===== src/rtl/sprite_rom_arbiter.sv =====
// Round-robin arbiter sharing one synchronous sprite ROM read port among NUM_REQ renderers.
// Define SPRITE_ARB_PRIO0_EN to give requester 0 (background) strict priority.
module sprite_rom_arbiter #(
  parameter int NUM_REQ = 4,
  parameter int ADDR_W  = 11,
  parameter int DATA_W  = 6,
  parameter int ROM_LAT = 1
) (
  input  logic                      vga_clk,
  input  logic                      Reset,
  input  logic                      frame_start,
  input  logic [NUM_REQ-1:0]        req,
  input  logic [NUM_REQ*ADDR_W-1:0] req_addr,
  output logic [NUM_REQ-1:0]        gnt,
  output logic [ADDR_W-1:0]         rom_address,
  input  logic [DATA_W-1:0]         rom_q,
  output logic [NUM_REQ-1:0]        rd_valid,
  output logic [DATA_W-1:0]         rd_data,
  output logic                      busy
);

  localparam int PTR_W = $clog2(NUM_REQ);

  logic [PTR_W-1:0]   ptr_q, ptr_d;
  logic [NUM_REQ-1:0] gnt_q, gnt_d;
  logic [ADDR_W-1:0]  addr_q, addr_d;
  logic [DATA_W-1:0]  rd_data_q, rd_data_d;
  logic               busy_q, busy_d;
  logic [NUM_REQ-1:0] tag_q [ROM_LAT+1];
  logic [NUM_REQ-1:0] tag_d [ROM_LAT+1];

  logic [PTR_W-1:0]   start_s;
  logic [PTR_W-1:0]   cand_s;
  logic [PTR_W-1:0]   win_s;
  logic [NUM_REQ-1:0] rr_req_s;
  logic               found_s;
  logic               prio_hit_s;

  // Rotating search from the pointer; frame_start restarts the rotation at 0.
  always_comb begin
    start_s  = frame_start ? '0 : ptr_q;
    rr_req_s = req;
`ifdef SPRITE_ARB_PRIO0_EN
    rr_req_s[0] = 1'b0;
    prio_hit_s  = req[0];
`else
    prio_hit_s  = 1'b0;
`endif
    found_s = 1'b0;
    win_s   = '0;
    cand_s  = '0;
    for (int off = 0; off < NUM_REQ; off++) begin
      cand_s = PTR_W'((int'(start_s) + off) % NUM_REQ);
      if (!found_s && rr_req_s[cand_s]) begin
        found_s = 1'b1;
        win_s   = cand_s;
      end else begin
        found_s = found_s;
      end
    end

    gnt_d  = '0;
    addr_d = addr_q;
    ptr_d  = start_s;
    if (prio_hit_s) begin
      gnt_d[0] = 1'b1;
      addr_d   = req_addr[0 +: ADDR_W];
    end else if (found_s) begin
      gnt_d[win_s] = 1'b1;
      addr_d       = req_addr[int'(win_s)*ADDR_W +: ADDR_W];
      ptr_d        = (win_s == PTR_W'(NUM_REQ-1)) ? '0 : win_s + PTR_W'(1);
    end else begin
      ptr_d = start_s;
    end
  end

  // Owner tags follow each grant through the ROM latency; rd_data captures rom_q one stage before rd_valid.
  always_comb begin
    tag_d[0] = gnt_q;
    for (int i = 1; i <= ROM_LAT; i++) begin
      tag_d[i] = tag_q[i-1];
    end
    rd_data_d = (|tag_q[ROM_LAT-1]) ? rom_q : rd_data_q;
    busy_d    = |gnt_d;
    for (int i = 0; i <= ROM_LAT; i++) begin
      busy_d = busy_d | (|tag_d[i]);
    end
  end

  always_ff @(posedge vga_clk) begin
    if (Reset) begin
      ptr_q     <= '0;
      gnt_q     <= '0;
      addr_q    <= '0;
      rd_data_q <= '0;
      busy_q    <= 1'b0;
      for (int i = 0; i <= ROM_LAT; i++) begin
        tag_q[i] <= '0;
      end
    end else begin
      ptr_q     <= ptr_d;
      gnt_q     <= gnt_d;
      addr_q    <= addr_d;
      rd_data_q <= rd_data_d;
      busy_q    <= busy_d;
      for (int i = 0; i <= ROM_LAT; i++) begin
        tag_q[i] <= tag_d[i];
      end
    end
  end

  assign gnt         = gnt_q;
  assign rom_address = addr_q;
  assign rd_valid    = tag_q[ROM_LAT];
  assign rd_data     = rd_data_q;
  assign busy        = busy_q;

endmodule


===== config.mk =====
export PLATFORM = sky130hd
export DESIGN_NAME = sprite_rom_arbiter
export DESIGN_NICKNAME = d
export VERILOG_FILES = /design/src/rtl/sprite_rom_arbiter.sv
export SDC_FILE = /design/constraint.sdc
export NUM_CORES = 1
export LEC_CHECK = 0
export CORE_MARGIN = 2
export CORE_UTILIZATION = 41
export CTS_CLUSTER_SIZE = 40
export DETAILED_ROUTE_END_ITERATION = 12
export GPL_TIMING_DRIVEN = 0
export PLACE_DENSITY = 0.81
export SYNTH_ARGS = -nofsm -noshare
export SYNTH_HDL_FRONTEND = slang
export SYNTH_SLANG_ARGS = --single-unit

===== constraint.sdc =====
create_clock -name vga_clk -period 2.6 [get_ports vga_clk]
set_input_delay 0.39 -clock vga_clk [delete_from_list [all_inputs] [get_ports vga_clk]]
set_output_delay 0.39 -clock vga_clk [all_outputs]
set_load 0.005 [all_outputs]

=== Word level (Yosys, flattened, before mapping) ===
Memories as Yosys holds them, arrays and structs flattened.
Cells that the tools add are included.
Widths: inputs -> output; s select.

* Reductions and logical operators: 10
* $lt $le $gt $ge: 6
* Multipliers: 1
* Eq/ne operators: 1
* Add/subtract/negate cells: 4
* Mux-type cells: 27
* Bitwise gates (word level): 4
* Shifts and indexed selects: 1

{| class="wikitable"
|+ Operators by type and width
! cell !! number
|-
| $shiftx 44x7->11 || 1
|-
| $lt 2x3->1 const B || 5
|-
| $mux 2 || 7
|-
| $mux 1 || 12
|-
| $mux 4 || 3
|-
| $reduce_or 4->1 || 3
|-
| $bmux 1 s2 || 4
|-
| $mul 2x4->6 const B || 1
|-
| $add 2x1->2 const B || 2
|-
| $add 2x2->2 const B || 2
|-
| $logic_and 1x1->1 || 4
|-
| $or 1x1->1 || 4
|-
| $logic_not 1->1 || 3
|-
| $demux 1 s2 || 1
|-
| $eq 2x2->1 const B || 1
|-
| $ge 2x1->1 const B || 1
|}

* Output and inout port bits: 26
* RAM bits: 8
* Logic and storage cells: 60
* Register bits after elaboration: 24
* Bits of input ports: 57
* Memories: 1

{| class="wikitable"
|+ Memories
! memory !! depth !! width !! rd ports !! clocked after Yosys merged registers in !! write ports !! line !! text
|-
| tag_q || 2 || 4 || 2 || 0 || 2 || 29 || <nowiki>logic [NUM_REQ-1:0] tag_q [ROM_LAT+1];</nowiki>
|}

=== Logic depth before layout (Yosys ltp) ===
* Depth in word-level cells: 21
* Mapped depth: 11
* Mapped depth without buffers: 7

=== Worst setup path before layout ===
No wires, ideal clock.

* Path type: input to register
* From: input port frame_start
* To: register addr_q[3], in the netlist rom_address[3]
* Arrival time: 2117 ps
* Data required time: 2488 ps
* Path buffers: 3
* Setup slack: 371 ps
* Stages: 9
* Setup time: 112 ps
* Cell sequence: buf_2 -> nor3b_1 -> o21bai_1 -> a222oi_1 -> or2_0 -> buf_2 -> buf_4 -> o22ai_1 -> a2111oi_1

* Word-level cells in the longest chain between the ends: 15
* Elaborated cells on any way between the ends: 28
* Those cells by class: add/sub: 3; mul: 1; shift: 1; mux: 17; reduce/logical: 6

{| class="wikitable"
|+ Ends and longest elaborated chain
! item !! line !! text
|-
| start, declared || 11 || <nowiki>input logic frame_start,</nowiki>
|-
| $mux 2 * || 41 || <nowiki>start_s = frame_start ? '0 : ptr_q;</nowiki>
|-
| parallel branches: the longest is 14 deep, another holds $mul 2x4->6 || - ||
|-
| end signal, assigned || 103 || <nowiki>addr_q <= addr_d;</nowiki>
|-
| end, declared || 26 || <nowiki>logic [ADDR_W-1:0] addr_q, addr_d;</nowiki>
|}

Mark *: on every way between the ends. The select of a mux whose other input is x is not followed.
A chain may end at the register's enable or synchronous reset.

=== Worst setup path in the final report ===
* From: input port frame_start
* To: register addr_q[9], in the netlist rom_address[9]

The elaborated chain is that of the path after synthesis.

==> key figures <==
Global route
  • GRT Total Usage: 21.4%
  • GRT overflow: 0
  • Largest net degree at the start of global routing: 12
  • First-pass GRT wire length: 7.40 mm
  • Vias in the first global route: 1626
  • Initial antenna violation count: 0

Power
  • Pint: 1.15 mW
  • Part of the power in registers: 35.7%
  • Power per cell area: 598 nW/µm²
  • Combinational Power Share: 42.2%
  • Net switching power: 0.526 mW
  • Power share of the clock group: 22.1%
  • Lkg Pwr: 1.13 nW
  • Max rail drop VDD: 0.000399 V
  • Net Sw Frac: 31.4%

Clocking
  • Clock tree buffer depth: 2
  • CTS tree: built
  • # hold bufs at CTS: 0
  • Clock transition at path regs: 0.07 ns
  • Total CTS buffers: 5
  • Clk sinks: 32
  • Clk_lat worst skew: 0.29 ns
  • H-tree Lvls: 2
  • Root Buffer Master: clkbuf_8

STA
  • Slew Limit Fails: 0
  • Fin crit share: 98.2%
  • Fin Hold WS: 0.473 ns
  • Max_slew headroom: 30.4%
  • Min cycle time layout: 2.55 ns
  • # setup viols final: 0
  • Worst-margin pin slew: 1.04 ns
  • Peak Freq: 0.392 GHz
  • Final Hold Violating Endpoints: 0
  • Worst clock skew: 0.00782 ns

Synth
  • Synth Warn #: 0
  • Post-synthesis async set-or-reset flop share: 0%
  • Flops & latches, synth: 32
  • EDFF count, synth: 0
  • Ys flop type: dfxtp_1
  • Synthesized area: 1730 µm²
  • Synth Area per Inst: 8.90 µm²
  • Post-synthesis cell type count: 44
  • Post-Syn Nets: 252
  • Gate Count Post-Synth: 194
  • Sequential fraction of the synthesis area: 37.1%

Die
  • Die Area: 4750 µm²
  • I/O pins: 83
  • Starting Density: 42.9%
  • CORE AREA: 4030 µm²
  • Die Wd: 68.9 µm
  • Cell Rows: 23
  • Chip height: 68.9 µm

Routing
  • Drt pass-1 iters: 5
  • DRC errors left: 0
  • Drt via density: 5.33
  • Routed WL per cell: 14.8 µm
  • Post-DRT Antenna Nets: 0
  • DRT Wirelength: 4.97 mm
  • Routed via count: 1785
  • Iter 0 DRT Violations: 96

Placed design
  • Final GP Congestion: 0.804
  • Buffers added on ports: 80
  • Post-DP HPWL: 3.49 mm

Worst setup path
  • CP Capture Type: register
  • Worst-path maximum fanout: 10
  • Worst endpoint required time: 2.77 ns
  • Worst EP arrival: 2.72 ns
  • Startpoint types: input port
  • Critical path class: in2reg

Final layout
  • Share of cells above drive strength 1: 19.6%
  • NumNets Final: 342
  • P&R area growth vs syn: 62.4%
  • Most frequent cells in the layout: 79 x clkdlybuf4s50_1, 32 x dfxtp_1, 31 x nor2_1
  • Most common cell after layout, fill and taps aside: clkdlybuf4s50_1
  • Fin util: 69.6%
  • FILL cells: 317
  • N_diodes: 0

Outcome
  • Status: complete, no violations

Hold path
  • Worst hold path class: reg2reg

Run
  • Max_cap viols: 0
## cells in the mapped netlist (2+ instances only)
| cell | n | share of area, % |
|---|---|---|
| a31oi_1 | 2 | 0.72 |
| nor2_1 | 31 | 6.7 |
| a21oi_1 | 4 | 1.2 |
| a2111oi_1 | 8 | 4.6 |
| a211oi_1 | 2 | 0.87 |
| mux2i_1 | 11 | 6.4 |
| and3_1 | 2 | 0.72 |
| inv_1 | 4 | 0.87 |
| nor3_1 | 2 | 0.58 |
| nor4b_1 | 2 | 1.0 |
| o21bai_1 | 4 | 1.7 |
| mux2_2 | 11 | 7.2 |
| dfxtp_1 | 32 | 37 |
| buf_4 | 8 | 3.5 |
| o21ai_0 | 3 | 0.87 |
| nand2_1 | 7 | 1.5 |
| nor2b_1 | 11 | 4.0 |
| nor4_1 | 2 | 0.72 |
| buf_2 | 7 | 2.0 |
| clkbuf_1 | 6 | 1.3 |
| or3_1 | 2 | 0.72 |
| o22ai_1 | 11 | 4.0 |
## path summary, 6_finish.rpt
| path | end | depth (start not counted) | slack, ns | from |
|---|---|---|---|---|
| max | rom_address[9]$_SDFFE_PP0P_ | 8 | 0.05 | frame_start |
| min | tag_q[0][7]$_SDFF_PP0_ | 1 | 0.47 | tag_q[0][3]$_SDFF_PP0_ |
| max reg2reg | rom_address[9]$_SDFFE_PP0P_ | 11 | 0.15 | ptr_q[1]$_SDFF_PP0_ |
| min reg2reg | tag_q[0][7]$_SDFF_PP0_ | 1 | 0.47 | tag_q[0][3]$_SDFF_PP0_ |
## logic make-up after synthesis
family	count (synthesis)	share of synthesized area, %
mux	22	13.6
fa+ha+maj	1	0.725
buf+inv	26	7.97
simple gates	65	19.1
compound gates	48	21.5
flops	32	37.1
## flip-flops by register name, summed over array words and instances (netlist names)
name	flops
rd_data	6
rom_address	11
ptr_q	2
tag_q	8
gnt	4
busy	1
## worst max-delay path, cell delays in order
cell	delay (ns)
clkdlybuf4s50_1	0.53
nor2b_2	0.10
or3_1	0.32
a22o_1	0.22
or3_1	0.35
clkbuf_1	0.15
buf_2	0.22
a2111oi_1	0.43
## layout make-up
type | instances | area (µm²) | area share [%]
multi-input cells | 136 | 1020 | 36.5
inverters | 4 | 15.0 | 0.535
plain buffers | 22 | 148 | 5.27
flip-flops and latches | 32 | 641 | 22.8
repair buffers | 83 | 826 | 29.5
clock inverters | 3 | 18.8 | 0.669
well taps | 50 | 62.6 | 2.23
clock buffers | 5 | 68.8 | 2.45
## stage by stage
step | TNS [ns] | cells | total power, mW | setup WS (ns) | area (µm²)
2_1_floorplan | 0 | 194 | 0.963 | 0.371 | 1730
3_3_place_gp | -4.29 | 324 | 1.24 | -0.424 | 2590
3_5_place_dp | -4.56 | 324 | 1.24 | -0.441 | 2590
4_1_cts | 0 | 333 | 1.63 | 0.0220 | 2700
5_1_grt | -0.0345 | 335 | 1.78 | -0.0345 | 2800
6_report | 0 | 335 | 1.68 | 0.0470 | 2800
## per-layer routing
layer | vias to the layer above | track usage, % | wire length, µm
met1 | 812 | 25.2 | 1940
li1 | 887 | - | -
met5 | - | 0 | 0
met4 | 0 | 7.11 | 70
met3 | 9 | 10.2 | 483
met2 | 77 | 34.0 | 2470
## power by group through the flow
stage               logic [mW]  clock network (mW)  registers (mW)
finish                   0.708               0.371           0.598
global route             0.765               0.407           0.608
CTS                      0.652               0.379           0.598
detailed placement       0.636                   0           0.609
global placement         0.630                   0           0.606
floorplan                0.355                   0           0.608
## repair_timing
| item | CTS | global route |
|---|---|---|
| gates cloned | 0 | 1 |
| pin swaps | 5 | 4 |
| setup buffers | 1 | 1 |
| endpoints found under the setup margin | 8 | 11 |
| gates resized for setup | 5 | 26 |
Note: power is estimated with default switching activity, not from simulation.
